### src/rtl/uart_peek_sched.sv
// rtl/uart_peek_sched.sv - host-directed peek scheduler between uart bytes and the NoC peek port
// Define PEEK_CHECKSUM_EN to append an XOR checksum byte after each returned word.
module uart_peek_sched #(
  parameter int NUM_CORES      = 16,
  parameter int PEEK_LAT       = 1,
  parameter int TIMEOUT_CYCLES = 100000,
  localparam int ID_W          = (NUM_CORES > 1) ? $clog2(NUM_CORES) : 1
) (
  input  logic            clk,
  input  logic            rst,
  input  logic [7:0]      rx_data,
  input  logic            rx_valid,
  output logic [7:0]      tx_data,
  output logic            tx_valid,
  input  logic            tx_ready,
  output logic [ID_W-1:0] peek_id,
  output logic [31:0]     peek_address,
  input  logic [31:0]     peek_data,
  output logic            busy,
  output logic            rx_overrun
);

  localparam int TO_W = $clog2(TIMEOUT_CYCLES + 1);
  localparam logic [TO_W-1:0] TO_LAST   = TO_W'(TIMEOUT_CYCLES - 1);
  localparam logic [2:0]      WAIT_LAST = 3'(PEEK_LAT - 1);
  localparam logic [31:0]     NC        = NUM_CORES;
`ifdef PEEK_CHECKSUM_EN
  localparam logic [2:0] LAST_IDX = 3'd4;
`else
  localparam logic [2:0] LAST_IDX = 3'd3;
`endif

  typedef enum logic [2:0] {
    S_IDLE, S_ADDR, S_ID, S_LEN, S_ISSUE, S_WAIT, S_SEND, S_ERR
  } state_t;

  state_t            state_q, state_d;
  logic              burst_q, burst_d;
  logic [31:0]       addr_sh_q, addr_sh_d;
  logic [ID_W-1:0]   id_sh_q, id_sh_d;
  logic [1:0]        byte_cnt_q, byte_cnt_d;
  logic [8:0]        count_q, count_d;
  logic [2:0]        wait_cnt_q, wait_cnt_d;
  logic [31:0]       word_q, word_d;
  logic [2:0]        idx_q, idx_d;
  logic [7:0]        err_q, err_d;
  logic [TO_W-1:0]   idle_q, idle_d;
  logic [ID_W-1:0]   peek_id_q, peek_id_d;
  logic [31:0]       peek_addr_q, peek_addr_d;
  logic              overrun_q, overrun_d;
  logic [7:0]        send_byte;

  always_ff @(posedge clk or posedge rst) begin
    if (rst) begin
      state_q     <= S_IDLE;
      burst_q     <= 1'b0;
      addr_sh_q   <= '0;
      id_sh_q     <= '0;
      byte_cnt_q  <= '0;
      count_q     <= '0;
      wait_cnt_q  <= '0;
      word_q      <= '0;
      idx_q       <= '0;
      err_q       <= '0;
      idle_q      <= '0;
      peek_id_q   <= '0;
      peek_addr_q <= '0;
      overrun_q   <= 1'b0;
    end else begin
      state_q     <= state_d;
      burst_q     <= burst_d;
      addr_sh_q   <= addr_sh_d;
      id_sh_q     <= id_sh_d;
      byte_cnt_q  <= byte_cnt_d;
      count_q     <= count_d;
      wait_cnt_q  <= wait_cnt_d;
      word_q      <= word_d;
      idx_q       <= idx_d;
      err_q       <= err_d;
      idle_q      <= idle_d;
      peek_id_q   <= peek_id_d;
      peek_addr_q <= peek_addr_d;
      overrun_q   <= overrun_d;
    end
  end

`ifdef PEEK_CHECKSUM_EN
  assign send_byte = (idx_q == 3'd4) ?
                     (word_q[7:0] ^ word_q[15:8] ^ word_q[23:16] ^ word_q[31:24]) :
                     word_q[8*idx_q[1:0] +: 8];
`else
  assign send_byte = word_q[8*idx_q[1:0] +: 8];
`endif

  always_comb begin
    state_d     = state_q;
    burst_d     = burst_q;
    addr_sh_d   = addr_sh_q;
    id_sh_d     = id_sh_q;
    byte_cnt_d  = byte_cnt_q;
    count_d     = count_q;
    wait_cnt_d  = wait_cnt_q;
    word_d      = word_q;
    idx_d       = idx_q;
    err_d       = err_q;
    idle_d      = '0;
    peek_id_d   = peek_id_q;
    peek_addr_d = peek_addr_q;
    overrun_d   = overrun_q;
    tx_valid    = 1'b0;
    tx_data     = 8'h00;

    case (state_q)
      S_IDLE: begin
        if (rx_valid) begin
          if (rx_data == 8'h01 || rx_data == 8'h02) begin
            burst_d    = rx_data[1];
            byte_cnt_d = 2'd0;
            state_d    = S_ADDR;
          end else begin
            err_d   = 8'hE0;
            state_d = S_ERR;
          end
        end
      end
      S_ADDR: begin
        if (rx_valid) begin
          addr_sh_d[8*byte_cnt_q +: 8] = rx_data;
          byte_cnt_d = byte_cnt_q + 2'd1;
          if (byte_cnt_q == 2'd3) state_d = S_ID;
        end
      end
      S_ID: begin
        if (rx_valid) begin
          if ({24'd0, rx_data} >= NC) begin
            err_d   = 8'hE1;
            state_d = S_ERR;
          end else begin
            id_sh_d = rx_data[ID_W-1:0];
            if (burst_q) begin
              state_d = S_LEN;
            end else begin
              count_d = 9'd1;
              state_d = S_ISSUE;
            end
          end
        end
      end
      S_LEN: begin
        if (rx_valid) begin
          count_d = (rx_data == 8'h00) ? 9'd256 : {1'b0, rx_data};
          state_d = S_ISSUE;
        end
      end
      S_ISSUE: begin
        peek_id_d   = id_sh_q;
        peek_addr_d = addr_sh_q;
        wait_cnt_d  = 3'd0;
        state_d     = S_WAIT;
      end
      S_WAIT: begin
        if (wait_cnt_q == WAIT_LAST) begin
          word_d  = peek_data;
          idx_d   = 3'd0;
          state_d = S_SEND;
        end else begin
          wait_cnt_d = wait_cnt_q + 3'd1;
        end
      end
      S_SEND: begin
        tx_valid = 1'b1;
        tx_data  = send_byte;
        if (tx_ready) begin
          if (idx_q == LAST_IDX) begin
            count_d = count_q - 9'd1;
            if (count_q == 9'd1) begin
              state_d = S_IDLE;
            end else begin
              addr_sh_d = addr_sh_q + 32'd1;
              state_d   = S_ISSUE;
            end
          end else begin
            idx_d = idx_q + 3'd1;
          end
        end
      end
      S_ERR: begin
        tx_valid = 1'b1;
        tx_data  = err_q;
        if (tx_ready) state_d = S_IDLE;
      end
      default: state_d = S_IDLE;
    endcase

    // Inter-byte timeout only applies while a frame is partially received.
    if (state_q == S_ADDR || state_q == S_ID || state_q == S_LEN) begin
      if (rx_valid) begin
        idle_d = '0;
      end else if (idle_q == TO_LAST) begin
        state_d = S_IDLE;
      end else begin
        idle_d = idle_q + 1'b1;
      end
    end

    if (rx_valid && (state_q == S_ISSUE || state_q == S_WAIT ||
                     state_q == S_SEND  || state_q == S_ERR)) begin
      overrun_d = 1'b1;
    end
  end

  assign peek_id      = peek_id_q;
  assign peek_address = peek_addr_q;
  assign busy         = (state_q != S_IDLE);
  assign rx_overrun   = overrun_q;

endmodule

### config.mk
export PLATFORM = sky130hd
export DESIGN_NAME = uart_peek_sched
export DESIGN_NICKNAME = d
export VERILOG_FILES = /design/src/rtl/uart_peek_sched.sv
export SDC_FILE = /design/constraint.sdc
export NUM_CORES = 1
export LEC_CHECK = 0
export ABC_AREA = 0
export ABC_CLOCK_PERIOD_IN_PS = 4150
export CAP_MARGIN = 20
export CORE_MARGIN = 2
export CORE_UTILIZATION = 51
export DETAILED_ROUTE_END_ITERATION = 8
export GPL_ROUTABILITY_DRIVEN = 1
export GPL_TIMING_DRIVEN = 1
export PLACE_DENSITY = 0.81
export SLEW_MARGIN = 10
export SYNTH_ARGS = -nofsm -noshare
export SYNTH_HDL_FRONTEND = slang
export SYNTH_SLANG_ARGS = --single-unit
### constraint.sdc
create_clock -name clk -period 4.15 [get_ports clk]
set_input_delay 0.415 -clock clk [delete_from_list [all_inputs] [get_ports clk]]
set_output_delay 0.415 -clock clk [all_outputs]
set_load 0.005 [all_outputs]
Word level (Yosys, flattened, before mapping)
Index checks and enable logic that the tools add are counted.
{"block": "classes", "add_sub_neg": 7, "n_lt_le_gt_ge": 1, "eq_ne": 28, "shift": 3, "muxes": 51, "n_bitwise": 1, "reduce_logical": 27}
{"cell": "2-to-1 mux 32 bit", "n": 4}
{"cell": "one-hot mux 32 bit (2 select lines)", "n": 1}
{"cell": "2-to-1 mux 9 bit", "n": 7}
{"cell": "2-to-1 mux 3 bit", "n": 20}
{"cell": "2-to-1 mux 17 bit", "n": 3}
{"cell": "negation 5 -> 34 bit", "n": 1}
{"cell": "variable shift 8 x 34 -> 32 bit, first input constant", "n": 1}
{"cell": "variable part select 8 x 34 -> 32 bit", "n": 1}
{"cell": "adder 32 x 1 -> 32 bit, second input constant", "n": 1}
{"cell": "bitwise mux 32 bit", "n": 1}
{"cell": "2-to-1 mux 8 bit", "n": 4}
{"cell": "one-hot mux 8 bit (2 select lines)", "n": 2}
{"cell": "variable part select 32 x 6 -> 8 bit", "n": 1}
{"cell": "!= test 2 bit, second input constant", "n": 15}
{"cell": "one-hot mux 9 bit (3 select lines)", "n": 1}
{"cell": "one-hot mux 3 bit (8 select lines)", "n": 1}
{"cell": "adder 17 x 1 -> 17 bit, second input constant", "n": 1}
{"cell": "== test 17 bit, second input constant", "n": 1}
{"cell": "== test 3 bit, second input constant", "n": 4}
{"cell": "one-hot mux 3 bit (2 select lines)", "n": 2}
{"cell": "AND reduction 5 bit", "n": 2}
{"cell": "nonzero test 2 bit", "n": 5}
{"cell": "== test 3 x 2 -> 1 bit, second input constant", "n": 3}
{"cell": "== test 9 x 1 -> 1 bit, second input constant", "n": 1}
{"cell": "other kinds (22)", "n": 35}
{"block": "totals", "reg_bits": 151, "output_inout_bits": 47, "word_cells": 132}

Logic depth before layout (Yosys ltp)
{"block": "logic_depth", "depth_word": 8, "depth_mapped": 9, "depth_no_buf": 7}

Worst setup path before layout
OpenSTA, ideal clock, no wires.
{"block": "synth_timing", "kind": "reg-to-reg", "from": "register byte_cnt_q[0]", "to": "register addr_sh_q[2]", "setup_ns": 0.065, "t_arrival_ns": 1.905, "required_ns": 4.085, "slack_ns": 2.179, "path_stages_with_launch": 7, "path_buffers": 0, "period_less_slack_ns": 1.971, "cell_sequence": "dfrtp_1 inv_1 ha_1 nand2_1 nor3_1 a32o_1 a22o_1"}
{"block": "synth_between", "elab_chain_len": 5, "elab_cells_between_ends": 6, "cone_classes": "add/sub: 1; shift: 2; mux: 3"}
{"element": "start, declared", "line_no": "41", "source": "logic [1:0] byte_cnt_q, byte_cnt_d;"}
{"element": "start signal, assigned", "line_no": "74", "source": "byte_cnt_q <= byte_cnt_d;"}
{"element": "negation 5 -> 34 bit (*)", "line_no": "128", "source": "addr_sh_d[8*byte_cnt_q +: 8] = rx_data;"}
{"element": "variable part select 8 x 34 -> 32 bit / variable shift 8 x 34 -> 32 bit (equally long branches)", "line_no": "128"}
{"element": "bitwise mux 32 bit (*)", "line_no": "128"}
{"element": "2-to-1 mux 32 bit (*)", "line_no": "127", "source": "if (rx_valid) begin"}
{"element": "one-hot mux 32 bit (2 select lines) (*)", "line_no": "113", "source": "case (state_q)"}
{"element": "end signal, assigned", "line_no": "72", "source": "addr_sh_q <= addr_sh_d;"}
{"element": "end, declared", "line_no": "39", "source": "logic [31:0] addr_sh_q, addr_sh_d;"}
Mark *: on every way between the ends. The rest lies on a longest branch, timed or not. The select of a mux whose other input is x is not followed.
A chain may end at the register's enable or synchronous reset.

Worst setup path after layout
{"block": "layout_timing", "from": "register state_q[2]", "to": "output tx_data[4]"}
{"block": "layout_between", "elab_chain_len": 2, "elab_cells_between_ends": 3, "cone_classes": "eq/ne: 2; mux: 1"}
{"element": "start, declared", "line_no": "37", "source": "state_t state_q, state_d;"}
{"element": "start signal, assigned", "line_no": "70", "source": "state_q <= state_d;"}
{"element": "== test 3 bit", "line_no": "113"}
{"element": "one-hot mux 8 bit (2 select lines) (*)", "line_no": "113"}
{"element": "end, declared", "line_no": "13", "source": "output logic [7:0] tx_data,"}
Mark *: on every way between the ends. The rest lies on a longest branch, timed or not.

==> key figures <==
Die
  • Starting Density: 52.7%
  • I/O pin cnt: 91
  • Core Area: 14600 um^2
  • Num rows: 44
  • Die Area: 16100 um^2
  • Chip height: 127 um
  • DIE WIDTH: 127 um

Layout
  • Design area: 9400 um^2
  • N_diodes: 0
  • Area growth from synthesis to layout: 21.9%
  • Multi-input gate area: 3770 um^2
  • Fillers: 1156
  • Share of layout cells above drive strength 1: 14.0%
  • Nets: 910
  • Register area: 3630 um^2

Yosys
  • Synth Register Bits: 145
  • Mux share of post-synthesis cell area: 9.86%
  • Mean Syn Cell Area: 9.83 um^2
  • Largest family of logic cells by synthesized area: simple AND/OR/NAND/NOR gates
  • Post-synthesis adder-cell area fraction: 1.95%
  • Syn Inst Count: 785
  • Syn Nets: 841
  • Most frequent cell after synthesis: dfrtp_1
  • Yosys top cell by area: dfrtp_1
  • Compound-cell area share of the yosys netlist: 14.3%
  • Synth Area in Simple Gates: 21.0%
  • Commonest cells post-synth: dfrtp_1 (145), nand2_1 (126), nor2_1 (62)
  • Sequential share of the synthesized area: 47.0%
  • Top cells by area in the synthesized netlist: dfrtp_1 (47%), mux2_2 (7.0%), nand2_1 (6.1%)
  • Synth async-reset ratio: 100%
  • Synth top area share: 47.0%
  • Yosys warnings: 0
  • Synth Area in XOR/XNOR: 1.82%
  • Top_reg_cell synth: dfrtp_1
  • Netlist cell types: 67
  • Post-synth EDFFs: 0
  • Synth Cell Area: 7710 um^2

Detailed routing
  • Vias post-DR: 6387
  • Detail Route Antenna Nets: 0
  • Number of remaining DRC errors: 0
  • DR pass1 iterations: 5
  • Final wirelength: 18400 um
  • Initial DRC count: 604
  • Routed len/inst: 17.5 um
  • Vias per cell: 6.08

Clock network
  • Postcts setup bufs: 0
  • Hold buffers post-CTS: 0
  • Clk root buf: clkbuf_16
  • Htree depth: 4
  • Cts repair resizes: 0
  • Num Clock Sinks: 145
  • Clock slew at reported path FFs: 70 ps
  • Clock Tree Buf Depth: 2
  • Num CTS Buffers: 17
  • Clk_lat worst skew: 430 ps
  • CTS tree: built

Global routing
  • Met3 usage in global routing: 5.65%
  • Vias in the first global route: 6246
  • Remaining Overflow, GRT: 0
  • Largest net degree at the start of global routing: 56
  • Gr busiest metal: met2
  • Tot GR Track Use: 24.0%
  • Met1 Resource Use GR: 31.9%
  • Initial antenna violation count: 0
  • M2 GR Usage: 39.3%
  • First-pass GRT wire length: 31100 um

Place
  • DP HPWL: 12100 um
  • IO Port Bufs: 90
  • Placed cell area: 8710 um^2
  • Gpl congestion: 0.957

Timing
  • RSZ-0062 raised after global routing: no
  • Setup_tns: 0 ps
  • Clock Skew: 11.7 ps
  • Final Critical Period: 3210 ps
  • Setup violations, final: 0
  • Final hold violation count: 0
  • Tightest Pin Transition: 932 ps
  • Fmax: 312 MHz
  • Max-slew violations: 0
  • Final worst path period share: 77.3%
  • Max_slew headroom: 37.7%

Pwr
  • P_int: 4.11 mW
  • Comb pwr share: 34.9%
  • Max VDD drop: 0.000552 V
  • PD cells: 672 nW/um^2
  • Sw Pwr: 2.21 mW
  • Clock Power Share: 28.4%
  • Sw Ratio: 35.0%
  • P_leak: 4.00 nW
  • Seq pwr share: 36.7%

Critical path
  • R2r setup slk: 1450 ps
  • Critical Path AT: 2790 ps
  • R2r endpoint: addr_sh_q[16]
  • WS Path Type: reg -> out
  • Crit path from: state_q[2]
  • Buf/Inv on CP: 1
  • Critical Path Max Stage Delay: 880 ps
  • Worst path depth: 3
  • RR Startpoint: state_q[0]
  • Worst setup EP type: output port
  • Setup crit start kind: flip-flop
  • Cell family with the largest share of critical-path delay: simple AND/OR/NAND/NOR gates
  • Crit-path max FO: 23
  • CP Cell Sequence: and3b_1 -> and2_1 -> clkdlybuf4s50_1
  • Worst R2R Path Depth: 6
  • WP data required: 3730 ps
  • CP Capture Point: tx_data[4]
  • Slowest CP cell: and3b_1

Min path
  • Worst Hold Class: reg -> reg

Outcome
  • Outcome: finished clean

Job
  • Max Cap Viol: 0
[final cells by class]
cell class | instances | area share, %
Inverter | 25 | 1.04
Sequential cell | 145 | 38.6
Clock buffer | 20 | 4.96
Multi-Input combinational cell | 568 | 40.1
Clock inverter | 12 | 2.41
Timing Repair Buffer | 97 | 10.4
Tap cell | 184 | 2.45
[layer usage]
metal / wire [um] / vias to the layer above
li1: - / 2952
met1: 8020 / 3151
met2: 8850 / 250
met3: 1220 / 34
met4: 332 / 0
met5: 0 / -
[cell families after synthesis]
family,after synthesis
compound gates,167
xor+xnor,16
fa+ha+maj,12
buf+inv,72
flops,145
mux,60
simple gates,313
[worst min path at each step]
stage / startpoint / endpoint / cells after the start
floorplan: err_q[6] / err_q[6] / 1
finish: word_q[11] / word_q[11] / 2
detailed placement: word_q[11] / word_q[11] / 2
CTS: word_q[11] / word_q[11] / 2
global route: word_q[29] / word_q[29] / 2
global placement: word_q[25] / word_q[25] / 2
[power groups by stage]
stage                     registers [mW]  logic [mW]  clock network (mW)
after CTS                           2.31        2.21                1.81
after floorplan                     2.16        1.60                   0
after global routing                2.40        2.44                1.88
after global placement              2.31        2.14                   0
after detailed placement            2.33        2.19                   0
final                               2.32        2.21                1.79
[registers in the layout, indices dropped and copies added, names as in the netlist]
| name | flops |
|---|---|
| addr_sh_q | 32 |
| peek_address | 32 |
| word_q | 32 |
| idle_q | 17 |
| count_q | 9 |
| id_sh_q | 4 |
| peek_id | 4 |
| idx_q | 3 |
| state_q | 3 |
| wait_cnt_q | 3 |
| byte_cnt_q | 2 |
| err_q | 2 |
| burst_q | 1 |
| rx_overrun | 1 |
[through the flow]
| stage | utilization, % | setup slack (ps) | hold slack, ps | power (mW) | std cells |
|---|---|---|---|---|---|
| 6_report | 64.2 | 943 | 471 | 6.32 | 1051 |
| 5_1_grt | 64.2 | 795 | 502 | 6.71 | 1051 |
| 4_1_cts | 64.2 | 991 | 475 | 6.33 | 1051 |
| 3_5_place_dp | 59.5 | 1460 | 460 | 4.52 | 1019 |
| 3_3_place_gp | 59.5 | 1510 | 454 | 4.45 | 1019 |
| 2_1_floorplan | - | 1920 | 435 | 3.77 | 785 |
[worst reg2reg max path: stages, from the launching register on]
cell and delay, ps:
dfrtp_1 790, and3b_1 570, buf_4 350, nor4_4 510, nand2_1 110, o31a_1 130
o22ai_1 150
[cells in the final DEF, fill, tap and decap left out, types with 4 or more instances in the layout]
cell             instances
o211ai_1                 4
o21ai_0                 33
nand2b_1                 9
and3_1                   8
mux4_2                   8
a22oi_1                  7
and2_1                   7
nand4_1                 17
nor3_1                  16
o31a_1                   6
xor2_1                   9
nand2_1                126
or3_1                    4
a32oi_1                 11
ha_1                    12
nor4_4                   6
dfrtp_1                145
clkdlybuf4s50_1         90
buf_4                    5
nor2b_1                  5
o22ai_1                 14
clkbuf_16               17
nor4_1                   7
o21ai_1                 19
a31oi_1                 12
inv_1                   24
a21oi_1                 36
xnor2_1                  7
bufinv_16                6
mux2_2                  48
nand3_1                 21
nor2_1                  61
mux2i_1                  4
(Power assumes the default switching activity.)
